===== src/rtl/mem_bus_unit.sv =====
// Memory-access stage that runs loads, stores and LL/SC as multi-cycle Wishbone-style
// bus transactions, with stall generation, ack timeout, alignment checks and an LL bit.
module mem_bus_unit #(
  parameter int DATA_W  = 32,
  parameter int ADDR_W  = 32,
  parameter int TIMEOUT = 255
) (
  input  logic                clk,
  input  logic                rst,
  input  logic                req_valid_i,
  input  logic                op_store_i,
  input  logic [1:0]          op_size_i,
  input  logic                op_unsigned_i,
  input  logic                op_llsc_i,
  input  logic [ADDR_W-1:0]   addr_i,
  input  logic [DATA_W-1:0]   wdata_i,
  input  logic                flush_i,
  output logic                stall_o,
  output logic                resp_valid_o,
  output logic [DATA_W-1:0]   rdata_o,
  output logic [1:0]          exc_o,
  output logic                bus_cyc_o,
  output logic                bus_stb_o,
  output logic                bus_we_o,
  output logic [ADDR_W-1:0]   bus_adr_o,
  output logic [DATA_W/8-1:0] bus_sel_o,
  output logic [DATA_W-1:0]   bus_dat_o,
  input  logic [DATA_W-1:0]   bus_dat_i,
  input  logic                bus_ack_i,
  input  logic                bus_err_i
);

  localparam int NB   = DATA_W / 8;
  localparam int OFFW = $clog2(NB);
  localparam logic [OFFW:0] NB_L    = (OFFW+1)'(NB);
  localparam logic [15:0]   TO_LAST = 16'(TIMEOUT - 1);

  typedef enum logic [1:0] {S_IDLE, S_BUS, S_RESP} state_t;

  state_t              state_q, state_d;
  logic [15:0]         cnt_q, cnt_d;
  logic                ll_q, ll_d;
  logic [ADDR_W-1:0]   adr_q, adr_d;
  logic [NB-1:0]       sel_q, sel_d;
  logic                we_q, we_d;
  logic                llsc_q, llsc_d;
  logic                uns_q, uns_d;
  logic [1:0]          size_q, size_d;
  logic [OFFW:0]       lsh_q, lsh_d;
  logic [DATA_W-1:0]   dat_q, dat_d;
  logic [DATA_W-1:0]   rdata_q, rdata_d;
  logic [1:0]          exc_q, exc_d;

  logic [OFFW:0]       req_bytes, req_lsh;
  logic [NB-1:0]       req_mask, req_sel;
  logic [DATA_W-1:0]   req_dat;
  logic                req_bad;

  logic [OFFW:0]       ld_bytes;
  logic [DATA_W-1:0]   ld_raw, ld_keep, ld_ext;
  logic                ld_msb;

  // Big-endian: the datum occupies lanes shifted up by (NB - offset - size) from lane 0.
  always_comb begin
    req_bytes = (OFFW+1)'(1) << op_size_i;
    req_lsh   = NB_L - {1'b0, addr_i[OFFW-1:0]} - req_bytes;
    req_mask  = ~({NB{1'b1}} << req_bytes);
    req_sel   = req_mask << req_lsh;
    req_bad   = ((({1'b0, addr_i[OFFW-1:0]}) & (req_bytes - 1'b1)) != '0)
             || ((op_size_i == 2'd3) && (DATA_W == 32))
             || (op_llsc_i && !op_size_i[1]);
    req_dat   = '0;
    for (int unsigned j = 0; j < NB; j++) begin
      case (op_size_i)
        2'd0:    req_dat[8*j +: 8] = wdata_i[7:0];
        2'd1:    req_dat[8*j +: 8] = wdata_i[8*(j%2) +: 8];
        2'd2:    req_dat[8*j +: 8] = wdata_i[8*(j%4) +: 8];
        default: req_dat[8*j +: 8] = wdata_i[8*j +: 8];
      endcase
    end
  end

  always_comb begin
    ld_bytes = (OFFW+1)'(1) << size_q;
    ld_raw   = bus_dat_i >> {lsh_q, 3'b000};
    ld_keep  = ~({DATA_W{1'b1}} << {ld_bytes, 3'b000});
    case (size_q)
      2'd0:    ld_msb = ld_raw[7];
      2'd1:    ld_msb = ld_raw[15];
      2'd2:    ld_msb = ld_raw[31];
      default: ld_msb = ld_raw[DATA_W-1];
    endcase
    ld_ext = (ld_raw & ld_keep) | ((ld_msb && !uns_q) ? ~ld_keep : '0);
  end

  always_comb begin
    state_d = state_q;
    cnt_d   = cnt_q;
    ll_d    = ll_q;
    adr_d   = adr_q;
    sel_d   = sel_q;
    we_d    = we_q;
    llsc_d  = llsc_q;
    uns_d   = uns_q;
    size_d  = size_q;
    lsh_d   = lsh_q;
    dat_d   = dat_q;
    rdata_d = rdata_q;
    exc_d   = exc_q;
    stall_o = 1'b0;
    case (state_q)
      S_IDLE: begin
        if (req_valid_i) begin
          stall_o = 1'b1;
          if (req_bad) begin
            state_d = S_RESP;
            exc_d   = 2'd1;
          end else if (op_store_i && op_llsc_i && !ll_q) begin
            state_d = S_RESP;
            rdata_d = '0;
            exc_d   = 2'd0;
          end else begin
            state_d = S_BUS;
            cnt_d   = '0;
            adr_d   = {addr_i[ADDR_W-1:OFFW], {OFFW{1'b0}}};
            sel_d   = req_sel;
            we_d    = op_store_i;
            llsc_d  = op_llsc_i;
            uns_d   = op_unsigned_i;
            size_d  = op_size_i;
            lsh_d   = req_lsh;
            dat_d   = req_dat;
          end
        end
      end
      S_BUS: begin
        stall_o = 1'b1;
        if (bus_err_i) begin
          state_d = S_RESP;
          exc_d   = 2'd2;
          rdata_d = '0;
          cnt_d   = '0;
        end else if (bus_ack_i) begin
          state_d = S_RESP;
          exc_d   = 2'd0;
          cnt_d   = '0;
          if (!we_q) begin
            rdata_d = ld_ext;
            if (llsc_q) ll_d = 1'b1;
          end else if (llsc_q) begin
            rdata_d = {{(DATA_W-1){1'b0}}, 1'b1};
            ll_d    = 1'b0;
          end
        end else if (cnt_q == TO_LAST) begin
          state_d = S_RESP;
          exc_d   = 2'd3;
          cnt_d   = '0;
        end else begin
          cnt_d = cnt_q + 16'd1;
        end
      end
      S_RESP:  state_d = S_IDLE;
      default: state_d = S_IDLE;
    endcase
    // Flush overrides an LL completing in the same cycle.
    if (flush_i) ll_d = 1'b0;
  end

  always_ff @(posedge clk or negedge rst) begin
    if (!rst) begin
      state_q <= S_IDLE;
      cnt_q   <= '0;
      ll_q    <= 1'b0;
      adr_q   <= '0;
      sel_q   <= '0;
      we_q    <= 1'b0;
      llsc_q  <= 1'b0;
      uns_q   <= 1'b0;
      size_q  <= '0;
      lsh_q   <= '0;
      dat_q   <= '0;
      rdata_q <= '0;
      exc_q   <= '0;
    end else begin
      state_q <= state_d;
      cnt_q   <= cnt_d;
      ll_q    <= ll_d;
      adr_q   <= adr_d;
      sel_q   <= sel_d;
      we_q    <= we_d;
      llsc_q  <= llsc_d;
      uns_q   <= uns_d;
      size_q  <= size_d;
      lsh_q   <= lsh_d;
      dat_q   <= dat_d;
      rdata_q <= rdata_d;
      exc_q   <= exc_d;
    end
  end

  assign resp_valid_o = (state_q == S_RESP);
  assign bus_cyc_o    = (state_q == S_BUS);
  assign bus_stb_o    = (state_q == S_BUS);
  assign bus_we_o     = we_q;
  assign bus_adr_o    = adr_q;
  assign bus_sel_o    = sel_q;
  assign bus_dat_o    = dat_q;
  assign rdata_o      = rdata_q;
  assign exc_o        = exc_q;

endmodule


===== config.mk =====
export PLATFORM = sky130hd
export DESIGN_NAME = mem_bus_unit
export DESIGN_NICKNAME = d
export VERILOG_FILES = /design/src/rtl/mem_bus_unit.sv
export SDC_FILE = /design/constraint.sdc
export NUM_CORES = 1
export LEC_CHECK = 0
export ABC_AREA = 0
export CORE_MARGIN = 1.5
export CORE_UTILIZATION = 25
export DETAILED_ROUTE_END_ITERATION = 8
export GPL_TIMING_DRIVEN = 0
export SYNTH_ARGS = -nofsm -noshare
export SYNTH_HDL_FRONTEND = slang
export SYNTH_SLANG_ARGS = --single-unit

===== constraint.sdc =====
create_clock -name clk -period 4.5 [get_ports clk]
set_input_delay 1.125 -clock clk [delete_from_list [all_inputs] [get_ports clk]]
set_output_delay 1.125 -clock clk [all_outputs]
set_load 0.01 [all_outputs]

=== Word-level counts from Yosys, hierarchy flattened ===
Cells that the tools add are included.

* Add/sub/neg operators: 4
* Multiply operators: 0
* Divide/modulo/power cells: 0
* Magnitude comparators: 0
* Eq/ne operators: 15
* Shift-type cells: 6
* Muxes and demuxes: 43
* Bitwise logic cells: 8
* Reduce and logical (&&, ||, !) cells: 24

{| class="wikitable"
|+ Operator list
! cell !! count
|-
| 32-bit two-way mux || 8
|-
| 16-bit two-way mux || 6
|-
| 32-bit NOT || 2
|-
| 32-bit case mux with 2 select lines || 1
|-
| 32-bit bitwise AND || 1
|-
| 32-bit bitwise OR || 1
|-
| 16-bit case mux with 2 select lines || 1
|-
| 32-bit by 6-bit << shifter with 32-bit output (first input constant) || 1
|-
| 32-bit by 6-bit right shift with 32-bit output || 1
|-
| 2-bit two-way mux || 12
|-
| 16-bit by 1-bit adder with 16-bit output (second input constant) || 1
|-
| 16-bit by 8-bit == test with 1-bit output (second input constant) || 1
|-
| 8-bit two-way mux || 2
|-
| 8-bit case mux with 2 select lines || 1
|-
| 4-bit AND reduction || 4
|-
| 2-bit inequality test (second input constant) || 5
|-
| 1-bit two-way mux || 8
|-
| 2-bit case mux with 2 select lines || 2
|-
| 2-bit nonzero test || 4
|-
| 2-bit by 1-bit == test with 1-bit output (second input constant) || 3
|-
| 2-bit zero test || 3
|-
| 6-bit AND reduction || 1
|-
| 1-bit by 2-bit << shifter with 3-bit output (first input constant) || 2
|-
| 2-bit == test (second input constant) || 2
|-
| 19 further kinds || 27
|}

* Register bits: 127
* Latch bits: 0
* Memory bits (writable): 0
* Bits in read-only memories: 0
* Input bits: 107
* Output and inout port bits: 107
* Word-level logic and storage cells: 113
* Memories: 0

=== Longest topological paths before layout ===
Gate-level depths: netlist of run 1.

* Depth in word-level cells: 10
* Depth in mapped cells: 15
* Depth with buffers taken out: 10

=== Least setup slack after synthesis of run 1 ===
No wires, ideal clock.

* Kind: in2reg
* Start point: in op_size_i[1]
* End point: reg adr_q[11], in the netlist bus_adr_o[11]
* Setup time: 0.125 ns
* Data arrival time: 3.735 ns
* Data required time: 4.375 ns
* Slack: 0.640 ns
* Stages: 14
* Path buffers: 6
* Cell sequence: buf_6 inv_1 ha_1 clkbuf_1 clkbuf_1 inv_1 ha_1 nor2_1 nand3_1 or3_1 buf_2 buf_6 buf_6 mux2_4

* Cells in the longest elaborated chain, start to end: 8

{| class="wikitable"
|+ RTL lines
! what !! RTL line !! source
|-
| start, declared || 12 || <nowiki>input logic [1:0] op_size_i,</nowiki>
|-
| 1-bit by 2-bit << shifter with 3-bit output || 65 || <nowiki>req_bytes = (OFFW+1)'(1) << op_size_i;</nowiki>
|-
| 3-bit by 1-bit subtractor with 3-bit output || 69 || <nowiki>req_bad = ((({1'b0, addr_i[OFFW-1:0]}) & (req_bytes - 1'b1)) != '0)</nowiki>
|-
| 2-bit by 3-bit bitwise AND with 3-bit output || 69 ||
|-
| 3-bit nonzero test || 69 ||
|-
| 1-bit logical OR || 70 || <nowiki>|| ((op_size_i == 2'd3) && (DATA_W == 32))</nowiki>
|-
| 1-bit logical OR * || 71 || <nowiki>|| (op_llsc_i && !op_size_i[1]);</nowiki>
|-
| 1-bit NOT (no source line) * || - ||
|-
| 4-bit AND reduction (no source line) * || - ||
|-
| end signal, assigned || 188 || <nowiki>adr_q <= adr_d;</nowiki>
|-
| end, declared || 43 || <nowiki>logic [ADDR_W-1:0] adr_q, adr_d;</nowiki>
|}

Mark *: on every way between the ends. The rest lies on a longest branch, timed or not.
A chain may end at the register's enable or synchronous reset.

=== Worst setup path in the final report of run 1 ===
* Start point: in op_size_i[1]
* End point: reg dat_q[14], in the netlist bus_dat_o[14]

* Cells in the longest elaborated chain, start to end: 8

{| class="wikitable"
|+ RTL lines
! what !! RTL line !! source
|-
| 1-bit by 2-bit << shifter with 3-bit output || 65 ||
|-
| 3-bit by 1-bit subtractor with 3-bit output || 69 ||
|-
| 2-bit by 3-bit bitwise AND with 3-bit output || 69 ||
|-
| 3-bit nonzero test || 69 ||
|-
| 1-bit logical OR || 70 ||
|-
| 1-bit logical OR || 71 ||
|-
| 1-bit NOT (no source line) || - ||
|-
| 4-bit AND reduction (no source line) || - ||
|-
| end signal, assigned || 195 || <nowiki>dat_q <= dat_d;</nowiki>
|-
| end, declared || 50 || <nowiki>logic [DATA_W-1:0] dat_q, dat_d;</nowiki>
|}

Parallel ways exist; a longest one is shown, timed or not.

==> flow_metrics.py, run 1 <==
metrics = {
    "drt": {
        "post_drt_via_cell_ratio": 4.74,
        "detailroute.via_count": 5341,
        "detailroute.wirelength.met2_mm": 9.25,
        "wire_per_inst_um": 17.6,
        "firstDrtPassIters": 5,
        "wl_mm": 19.8,
        "detailedRoute.firstIterationViolations": 254,
        "detail_route.wirelength.met1_mm": 8.63,
        "number_of_nets_with_antenna_violations_after_routing": 0,
        "remaining_drc_errors": 0,
        "top_layer_used": "met4",
        "met3WireLength_mm": 1.66,
    },
    "outcome": {
        "outcome": "finished clean",
    },
    "logic_synthesis": {
        "synth.largest_area_cell": "sky130_fd_sc_hd__dfrtp_1",
        "post-synth-top-area-fraction_pct": 50.7,
        "syn_area_per_cell_sq_um": 11.2,
        "synth_enable_flop_cells": 0,
        "yosysUniqueCellTypes": 56,
        "synthesis.instances": 558,
        "synth_async_sr_flop_share_pct": 100,
        "synthFlopType": "sky130_fd_sc_hd__dfrtp_1",
        "ys_warn_count": 0,
        "synthTopCellsByArea": "sky130_fd_sc_hd__dfrtp_1, sky130_fd_sc_hd__mux2_2, sky130_fd_sc_hd__mux2i_1",
        "ys_seq_area_share_pct": 50.7,
        "post_synth_instance_area_sq_um": 6270,
        "postSynthRegisterBits": 127,
    },
    "critical_path": {
        "timing.rr.start": "size_q[0]",
        "critical-path-slowest-cell": "sky130_fd_sc_hd__clkdlybuf4s50_1",
        "worstPathCellList": "clkdlybuf4s50_1 -> buf_6 -> inv_1 -> ha_2 -> buf_2 -> inv_1 -> ha_1 -> nor2_2 -> nand3_1 -> or3_1 -> buf_2 -> buf_6 -> clkbuf_1 -> nand2_1 -> o21ai_0",
        "reg2reg_depth": 8,
        "timing.critical_path.to_type": "flop",
        "cp-endpoint": "bus_dat_o[14]",
        "critical_path.max_stage_delay_ns": 0.48,
        "start_kind": "primary input",
        "flop2flop_setup_slack_ns": 2.17,
        "critPathLaunch": "op_size_i[1]",
        "critPathRequiredTime_ns": 4.79,
        "critical_path_class": "primary input to flop",
        "cp_data_arrival_time_ns": 4.51,
        "critical_path.reg2reg.endpoint": "rdata_o[24]",
        "critical_path.max_fanout": 10,
    },
    "power": {
        "powerDensity_nw_per_um2": 501,
        "total_power_mw": 4.72,
        "ir_drop_v": 0.000206,
        "cellLeakagePower_nw": 4.02,
    },
    "clock_tree": {
        "tritoncts": "done",
        "cts-htree-levels": 4,
        "root_buffer": "sky130_fd_sc_hd__clkbuf_16",
        "clk_transition_reported_paths_ns": 0.06,
        "cts.path.max_buffers": 2,
        "insertion_delay_ns": 0.43,
        "numCtsBuffers": 17,
        "clock-sinks": 127,
        "post-cts-setup-buffer-count": 0,
    },
    "sta": {
        "layout_setup_ws_ns": 0.279,
        "worst_pin_slew_ns": 0.913,
        "achievable-frequency_ghz": 0.237,
        "finalCriticalPeriod_ns": 4.22,
        "slew_violations": 0,
        "worst_clock_skew_ns": 0.0206,
        "setup_failing_eps_final": 0,
        "final.period_utilization_pct": 93.8,
        "worst_slew_margin_rel_pct": 39.0,
        "timing_hold_violations_final": 0,
        "rsz0062_at_grt": "no",
    },
    "place": {
        "place.port_buffers": 211,
        "gp_routability_congestion": 0.783,
        "post-place-cells": 1095,
        "hpwl_mm": 14.8,
        "place_ws_ns": -0.942,
        "placement.cell_area_sq_um": 8820,
    },
    "min_path": {
        "hold_path.startpoint": "bus_dat_o[31]",
        "holdCritPathClass": "flop to flop",
    },
    "flow_run": {
        "drv.max_cap_violation_count": 0,
    },
    "floorplan": {
        "floorplan.die_area_sq_um": 26000,
        "floorplan.io_pins": 214,
        "row_count": 57,
        "initial_standard_cell_utilization_of_the_core_pct": 25.6,
        "floorplan.die.width_um": 161,
        "chipHeight_um": 161,
        "core_area_sq_um": 24500,
    },
    "finish": {
        "final_util_pct": 38.5,
        "diodes": 0,
        "layout.cells.non_filler": 1126,
        "stdcell_area_sq_um": 9420,
        "syn2layout_area_growth_pct": 50.3,
        "post_route_cells_drive_above_1_share_pct": 14.3,
        "fin_nets": 911,
    },
    "global_route": {
        "grt_first_pass_wirelength_mm": 31.0,
        "total_congestion_overflow_after_global_routing": 0,
        "grt_antenna_before_repair": 0,
        "grt_max_degree": 87,
        "grtUsageTotal_pct": 15.5,
        "first_global_vias": 5305,
    },
}
cell usage after synthesis, types with 3 or more instances:
cell type / n
sky130_fd_sc_hd__a21oi_1: 18
sky130_fd_sc_hd__a221o_1: 32
sky130_fd_sc_hd__a22o_1: 9
sky130_fd_sc_hd__and3_1: 3
sky130_fd_sc_hd__buf_2: 10
sky130_fd_sc_hd__buf_4: 3
sky130_fd_sc_hd__buf_6: 3
sky130_fd_sc_hd__clkbuf_1: 18
sky130_fd_sc_hd__dfrtp_1: 127
sky130_fd_sc_hd__ha_1: 15
sky130_fd_sc_hd__inv_1: 13
sky130_fd_sc_hd__mux2_2: 43
sky130_fd_sc_hd__mux2_4: 9
sky130_fd_sc_hd__mux2i_1: 35
sky130_fd_sc_hd__nand2_1: 64
sky130_fd_sc_hd__nand2b_1: 7
sky130_fd_sc_hd__nand3_1: 15
sky130_fd_sc_hd__nand4_1: 5
sky130_fd_sc_hd__nor2_1: 16
sky130_fd_sc_hd__nor2b_1: 3
sky130_fd_sc_hd__nor3_1: 7
sky130_fd_sc_hd__nor3b_1: 3
sky130_fd_sc_hd__o21ai_0: 54
sky130_fd_sc_hd__o311ai_0: 6
sky130_fd_sc_hd__or3_1: 3
critical path, delay by kind of cell:
kind	cells	cell delay (ns)
adders and majority gates	2	0.54
and+or+nand+nor	4	0.87
AOI/OAI and AO/OA	1	0.08
buffers and inverters	8	1.86
cells by family after synthesis:
family | count (synthesis) | share of synthesized area, %
multiplexers | 87 | 15.5
XOR/XNOR | 2 | 0.279
adder cells (fa/ha/maj) | 15 | 2.99
flip-flops | 127 | 50.7
other | 1 | 0.0598
buffers and inverters | 47 | 3.55
AO/OA/AOI/OAI | 138 | 15.6
AND/OR/NAND/NOR | 141 | 11.4
per-layer routing:
layer / global-route usage, % / vias to the layer above
met3: 5.68 / 17
met5: 0 / -
li1: - / 2526
met1: 19.7 / 2595
met4: 4.46 / 0
met2: 24.4 / 203
state kept, by name, summed over array words and instances (netlist names), 3 cells and up:
name and cells:
bus_dat_o 32, bus_adr_o 30, bus_sel_o 4, cnt_q 16, lsh_q 3, rdata_o 32
power breakdown:
part           internal (mW)  leakage (nW)  switching, mW
logic                  0.930          2.10          0.701
clock network          0.837         0.290          0.592
registers               1.45          1.63          0.206
total                   3.22          4.02           1.50
layout make-up:
type                            count  area, sq um
Clock buffer                       17          425
Clock inverter                     15          176
Tap cell                          324          405
Sequential cell                   127         3180
Inverter                           13         48.8
Timing Repair Buffer              212         2140
Fill cell                        2430        15000
Buffer                             33          171
Multi-Input combinational cell    385         2880
per-stage QoR:
step                      TNS [ns]  hold slack, ns
after CTS                        0           0.484
after global placement     -487.77           0.460
after floorplan                  0           0.471
after global routing             0           0.505
after detailed placement    -86.36           0.466
final                            0           0.475
timing repair:
item	in CTS	in global routing
setup endpoints to repair	115	40
hold buffers	0	0
gates cloned	0	0
gates resized for setup	2	2
placed cells by master, fill, tap and decap left out, drive strengths merged, types with 16 or more instances in the layout:
master         synthesis  routed
mux2                  52      52
nand2                 65      65
mux2i                 35      35
clkdlybuf4s50          0     210
o21ai                 54      54
clkbuf                18      33
inv                   13      21
a221o                 32      32
a21oi                 19      19
nor2                  16      16
dfrtp                127     127
buf                   16      19
how the worst min path moves through the flow:
stage / to / cells after the start / slack, ns
floorplan: ll_q / 2 / 0.47
global placement: bus_dat_o[13] / 2 / 0.46
detailed placement: bus_sel_o[0] / 2 / 0.47
CTS: bus_dat_o[11] / 2 / 0.48
global route: bus_dat_o[12] / 2 / 0.51
finish: bus_dat_o[31] / 2 / 0.47
Power figures use the tool's default switching activity.
==> run 2: changes to the inputs <==
--- a/config.mk
+++ b/config.mk
@@ -6,10 +6,13 @@
 export NUM_CORES = 1
 export LEC_CHECK = 0
 export ABC_AREA = 0
+export CAP_MARGIN = 10
 export CORE_MARGIN = 1.5
 export CORE_UTILIZATION = 25
+export CTS_CLUSTER_DIAMETER = 150
 export DETAILED_ROUTE_END_ITERATION = 8
 export GPL_TIMING_DRIVEN = 0
+export SLEW_MARGIN = 20
 export SYNTH_ARGS = -nofsm -noshare
 export SYNTH_HDL_FRONTEND = slang
 export SYNTH_SLANG_ARGS = --single-unit
==> flow_metrics.py, run 2 (synthesized netlist as in run 1, its figures left out) <==
metrics = {
    "outcome": {
        "outcome": "finished clean",
    },
    "drt": {
        "post_drt_via_cell_ratio": 4.76,
        "detailroute.via_count": 5358,
        "detailedRoute.firstIterationViolations": 254,
        "firstDrtPassIters": 4,
        "remaining_drc_errors": 0,
        "wire_per_inst_um": 17.6,
        "wl_mm": 19.8,
        "number_of_nets_with_antenna_violations_after_routing": 0,
    },
    "min_path": {
        "holdCritPathClass": "flop to flop",
        "hold_path.startpoint": "bus_dat_o[31]",
    },
    "global_route": {
        "grt_antenna_before_repair": 0,
        "first_global_vias": 5305,
        "total_congestion_overflow_after_global_routing": 0,
        "grt.met3_usage_pct": 5.68,
        "grt.busiest_layer": "met2",
        "use_met2_pct": 24.4,
        "grt_max_degree": 87,
        "global_route.usage.met1_pct": 19.7,
        "grtUsageTotal_pct": 15.5,
        "grt_first_pass_wirelength_mm": 31.0,
    },
    "floorplan": {
        "row_count": 57,
        "floorplan.io_pins": 214,
        "initial_standard_cell_utilization_of_the_core_pct": 25.6,
        "core_area_sq_um": 24500,
        "floorplan.die_area_sq_um": 26000,
        "floorplan.die.width_um": 161,
        "chipHeight_um": 161,
    },
    "critical_path": {
        "timing.critical_path.to_type": "flop",
        "flop2flop_setup_slack_ns": 2.17,
        "cp_data_arrival_time_ns": 4.50,
        "critPathLaunch": "op_size_i[1]",
        "critical_path.max_fanout": 10,
        "timing.rr.start": "size_q[0]",
        "start_kind": "primary input",
        "critPathRequiredTime_ns": 4.78,
        "critical_path_class": "primary input to flop",
    },
    "finish": {
        "final_util_pct": 38.5,
        "diodes": 0,
        "layout.cells.most_common_list": "sky130_fd_sc_hd__clkdlybuf4s50_1, sky130_fd_sc_hd__dfrtp_1, sky130_fd_sc_hd__nand2_1",
        "post_route_cells_drive_above_1_share_pct": 14.3,
        "fillerInstances": 2431,
        "total_area_of_multi_input_combinational_cells_sq_um": 2880,
        "syn2layout_area_growth_pct": 50.4,
        "seq_area_sq_um": 3180,
        "fin_nets": 911,
        "final_common_cell": "sky130_fd_sc_hd__clkdlybuf4s50_1",
    },
    "power": {
        "total_power_mw": 4.72,
        "powerDensity_nw_per_um2": 501,
        "cellLeakagePower_nw": 4.02,
        "ir_drop_v": 0.000207,
    },
    "sta": {
        "rsz0062_at_grt": "no",
        "achievable-frequency_ghz": 0.237,
        "layout_setup_ws_ns": 0.276,
        "final.period_utilization_pct": 93.9,
        "slew_violations": 0,
        "worst_pin_slew_ns": 0.913,
        "setup_failing_eps_final": 0,
        "timing.hold.ws_ns": 0.475,
        "timing_hold_violations_final": 0,
        "worst_slew_margin_rel_pct": 39.0,
        "finalCriticalPeriod_ns": 4.22,
        "worst_clock_skew_ns": 0.0200,
    },
    "clock_tree": {
        "clock-sinks": 127,
        "insertion_delay_ns": 0.43,
        "numCtsBuffers": 17,
        "cts-htree-levels": 4,
        "root_buffer": "sky130_fd_sc_hd__clkbuf_16",
        "tritoncts": "done",
        "cts.path.max_buffers": 2,
        "clk_transition_reported_paths_ns": 0.06,
        "post-cts-setup-buffer-count": 0,
    },
    "place": {
        "gp_routability_congestion": 0.783,
        "place_ws_ns": -0.942,
        "hpwl_mm": 14.8,
        "place.port_buffers": 211,
    },
    "flow_run": {
        "drv.max_cap_violation_count": 0,
    },
}
run 2: layer usage:
metal  vias up  share of wire, %
li1       2529                 -
met5         -                 0
met4         0               1.3
met1      2605                43
met3        17               8.5
met2       207                47
run 2: cell type report:
| class | instances | share of cell area, % |
|---|---|---|
| buffer | 33 | 1.82 |
| clock buffer | 17 | 4.51 |
| clock inverter | 15 | 1.87 |
| inverter | 13 | 0.518 |
| multi-input combinational | 385 | 30.5 |
| sequential | 127 | 33.7 |
| tap | 324 | 4.30 |
| timing repair buffer | 212 | 22.8 |
run 2: final timing paths:
| kind | to | cells after the start |
|---|---|---|
| max | bus_dat_o[26] | 15 |
| min | bus_dat_o[31] | 2 |
| max reg2reg | rdata_o[24] | 8 |
| min reg2reg | bus_dat_o[31] | 2 |
| max in group asynchronous | bus_dat_o[2] | 2 |
| min in group asynchronous | rdata_o[12] | 1 |
run 2: critical path: stages:
cell,delay [ns]
sky130_fd_sc_hd__clkdlybuf4s50_1,0.48
sky130_fd_sc_hd__buf_6,0.20
sky130_fd_sc_hd__inv_1,0.12
sky130_fd_sc_hd__ha_2,0.33
sky130_fd_sc_hd__buf_2,0.34
sky130_fd_sc_hd__inv_1,0.11
sky130_fd_sc_hd__ha_1,0.21
sky130_fd_sc_hd__nor2_2,0.23
sky130_fd_sc_hd__nand3_1,0.16
sky130_fd_sc_hd__or3_1,0.35
sky130_fd_sc_hd__buf_2,0.17
sky130_fd_sc_hd__buf_6,0.15
sky130_fd_sc_hd__clkbuf_1,0.28
sky130_fd_sc_hd__nand2_1,0.13
sky130_fd_sc_hd__o21ai_0,0.09
run 2: repair_timing:
action                     4_1_cts  5_1_grt
hold buffers                     0        0
cloned                           0        0
setup endpoints to repair      115       40
resized for setup                2        2
run 2: through the flow:
step	std cells	setup TNS (ns)	cell area, sq um
floorplan	559	0	6270
detailed placement	1095	-86.36	8820
finish	1126	0	9430
global route	1126	0	9430
CTS	1126	0	9420
global placement	1094	-487.77	8790
run 2: power breakdown:
part / total [mW] / switching (mW) / internal, mW
combinational: 1.63 / 0.701 / 0.931
sequential: 1.66 / 0.206 / 1.46
clock: 1.43 / 0.591 / 0.837
==> run 3: changes to the inputs <==
==> constraint.sdc (replaced) <==
create_clock -name clk -period 3.4 [get_ports clk]
set_input_delay 0.85 -clock clk [delete_from_list [all_inputs] [get_ports clk]]
set_output_delay 0.85 -clock clk [all_outputs]
set_load 0.01 [all_outputs]
==> flow_metrics.py, run 3 (synthesized netlist as in run 1, its figures left out) <==
metrics = {
    "outcome": {
        "outcome": "finished clean",
    },
    "power": {
        "cellLeakagePower_nw": 4.03,
        "powerDensity_nw_per_um2": 655,
        "power_frac_clock_pct": 29.6,
        "ir_drop_v": 0.000326,
        "switching_portion_of_total_power_pct": 32.1,
        "power.internal_mw": 4.21,
        "sequentialPowerShare_pct": 35.3,
        "power_frac_comb_pct": 35.1,
        "power.switching_mw": 1.99,
    },
    "drt": {
        "firstDrtPassIters": 5,
        "post_drt_via_cell_ratio": 4.74,
        "detailedRoute.firstIterationViolations": 252,
        "number_of_nets_with_antenna_violations_after_routing": 0,
        "wl_mm": 19.9,
        "wire_per_inst_um": 17.7,
        "remaining_drc_errors": 0,
        "detailroute.via_count": 5339,
    },
    "clock_tree": {
        "cts.path.max_buffers": 2,
        "hold_buffers": 0,
        "tritoncts": "done",
        "insertion_delay_ns": 0.42,
        "numCtsBuffers": 17,
        "clock-sinks": 127,
        "clk_transition_reported_paths_ns": 0.07,
        "root_buffer": "sky130_fd_sc_hd__clkbuf_16",
        "cts-htree-levels": 4,
    },
    "critical_path": {
        "reg2reg_depth": 8,
        "flop2flop_setup_slack_ns": 1.07,
        "timing.critical_path.to_type": "flop",
        "critical_path.max_fanout": 10,
        "timing.rr.start": "size_q[0]",
        "critical_path_class": "primary input to flop",
        "start_kind": "primary input",
        "critPathRequiredTime_ns": 3.70,
        "critPathLaunch": "op_size_i[0]",
        "critical_path.reg2reg.endpoint": "rdata_o[23]",
        "cp_data_arrival_time_ns": 3.52,
    },
    "finish": {
        "post_route_cells_drive_above_1_share_pct": 15.2,
        "fillerInstances": 2407,
        "syn2layout_area_growth_pct": 50.8,
        "diodes": 0,
        "fin_nets": 912,
        "final_common_cell": "sky130_fd_sc_hd__clkdlybuf4s50_1",
        "final_util_pct": 38.6,
        "layout.cells.most_common_list": "sky130_fd_sc_hd__clkdlybuf4s50_1, sky130_fd_sc_hd__dfrtp_1, sky130_fd_sc_hd__nand2_1",
    },
    "flow_run": {
        "drv.max_cap_violation_count": 0,
    },
    "sta": {
        "worst_pin_slew_ns": 0.976,
        "final.period_utilization_pct": 94.7,
        "slew_violations": 0,
        "worst_clock_skew_ns": 0.0133,
        "setup_failing_eps_final": 0,
        "layout_setup_ws_ns": 0.179,
        "worst_slew_margin_rel_pct": 34.8,
        "achievable-frequency_ghz": 0.310,
        "timing_hold_violations_final": 0,
        "rsz0062_at_grt": "no",
        "finalCriticalPeriod_ns": 3.22,
    },
    "place": {
        "place_ws_ns": -1.44,
        "gp_routability_congestion": 0.797,
        "hpwl_mm": 14.8,
        "place.port_buffers": 211,
    },
    "floorplan": {
        "initial_standard_cell_utilization_of_the_core_pct": 25.6,
        "floorplan.die.width_um": 161,
        "floorplan.die_area_sq_um": 26000,
        "chipHeight_um": 161,
        "core_area_sq_um": 24500,
        "row_count": 57,
        "floorplan.io_pins": 214,
    },
    "global_route": {
        "grt_first_pass_wirelength_mm": 31.4,
        "grt_max_degree": 90,
        "grtUsageTotal_pct": 15.7,
        "first_global_vias": 5471,
        "total_congestion_overflow_after_global_routing": 0,
        "grt_antenna_before_repair": 1,
    },
    "min_path": {
        "holdCritPathClass": "primary input to async pin",
    },
}
[run 3: changes by cell type in the layout (fill, tap and decap cells not counted), moves of 2 or more]
cell | before | now
sky130_fd_sc_hd__clkbuf_1 | 16 | 12
sky130_fd_sc_hd__inv_1 | 13 | 11
sky130_fd_sc_hd__clkinv_4 | 3 | 1
sky130_fd_sc_hd__buf_2 | 11 | 13
sky130_fd_sc_hd__inv_8 | 2 | 5
[run 3: worst max-delay path, cell delays in order]
cell	delay, ns
sky130_fd_sc_hd__clkdlybuf4s50_1	0.47
sky130_fd_sc_hd__inv_2	0.13
sky130_fd_sc_hd__ha_4	0.15
sky130_fd_sc_hd__clkbuf_8	0.18
sky130_fd_sc_hd__inv_1	0.07
sky130_fd_sc_hd__ha_1	0.21
sky130_fd_sc_hd__nor2_4	0.17
sky130_fd_sc_hd__nand3_1	0.13
sky130_fd_sc_hd__or3_1	0.34
sky130_fd_sc_hd__buf_2	0.17
sky130_fd_sc_hd__buf_6	0.15
sky130_fd_sc_hd__buf_6	0.16
sky130_fd_sc_hd__mux2_4	0.31
[run 3: repair_timing]
| action | 4_1_cts | 5_1_grt |
|---|---|---|
| resized for setup | 10 | 5 |
| endpoints found under the setup margin | 126 | 16 |
| endpoints found under the hold margin | 0 | 0 |
| buffers inserted | 1 | 0 |
| pin swaps | 0 | 0 |
[run 3: layer usage]
layer  global-route usage, %  part of all wire [%]  vias to the layer above
met5                       0                     0                        -
met4                    3.45                  0.93                        0
met3                    6.63                   9.5                       11
met2                    24.9                    47                      205
met1                    19.7                    43                     2595
li1                        -                     -                     2528
[run 3: stage by stage]
stage	instances	area, sq um	hold slack (ns)	setup TNS (ns)	power [mW]
6_report	1127	9450	0.307	0	6.19
5_1_grt	1127	9450	0.309	0	6.55
4_1_cts	1127	9450	0.299	0	6.28
3_5_place_dp	1095	8830	0.458	-146.88	4.39
3_3_place_gp	1094	8790	0.461	-653.35	4.37
2_1_floorplan	559	6280	0.471	0	3.17
[run 3: layout make-up]
cell class	instances	area, sq um	area share [%]
plain buffers	33	185	1.96
multi-input cells	385	2890	30.6
well taps	324	405	4.29
clock buffers	17	425	4.50
repair buffers	213	2150	22.8
clock inverters	15	163	1.72
inverters	13	52.6	0.556
flip-flops and latches	127	3180	33.6
[run 3: how the worst max path moves through the flow]
stage / endpoint / cells past startpoint
2_1_floorplan: bus_adr_o[11] / 14
3_3_place_gp: bus_adr_o[10] / 1
3_5_place_dp: bus_dat_o[13] / 16
4_1_cts: bus_adr_o[14] / 13
5_1_grt: bus_adr_o[14] / 13
6_report: bus_adr_o[14] / 13
[run 3: power groups by stage]
stage	Combinational [mW]	Sequential, mW	Clock, mW
5_1_grt	2.34	2.25	1.96
3_5_place_dp	2.18	2.21	0
2_1_floorplan	0.823	2.35	0
3_3_place_gp	2.17	2.20	0
4_1_cts	2.20	2.19	1.89
6_report	2.17	2.19	1.84
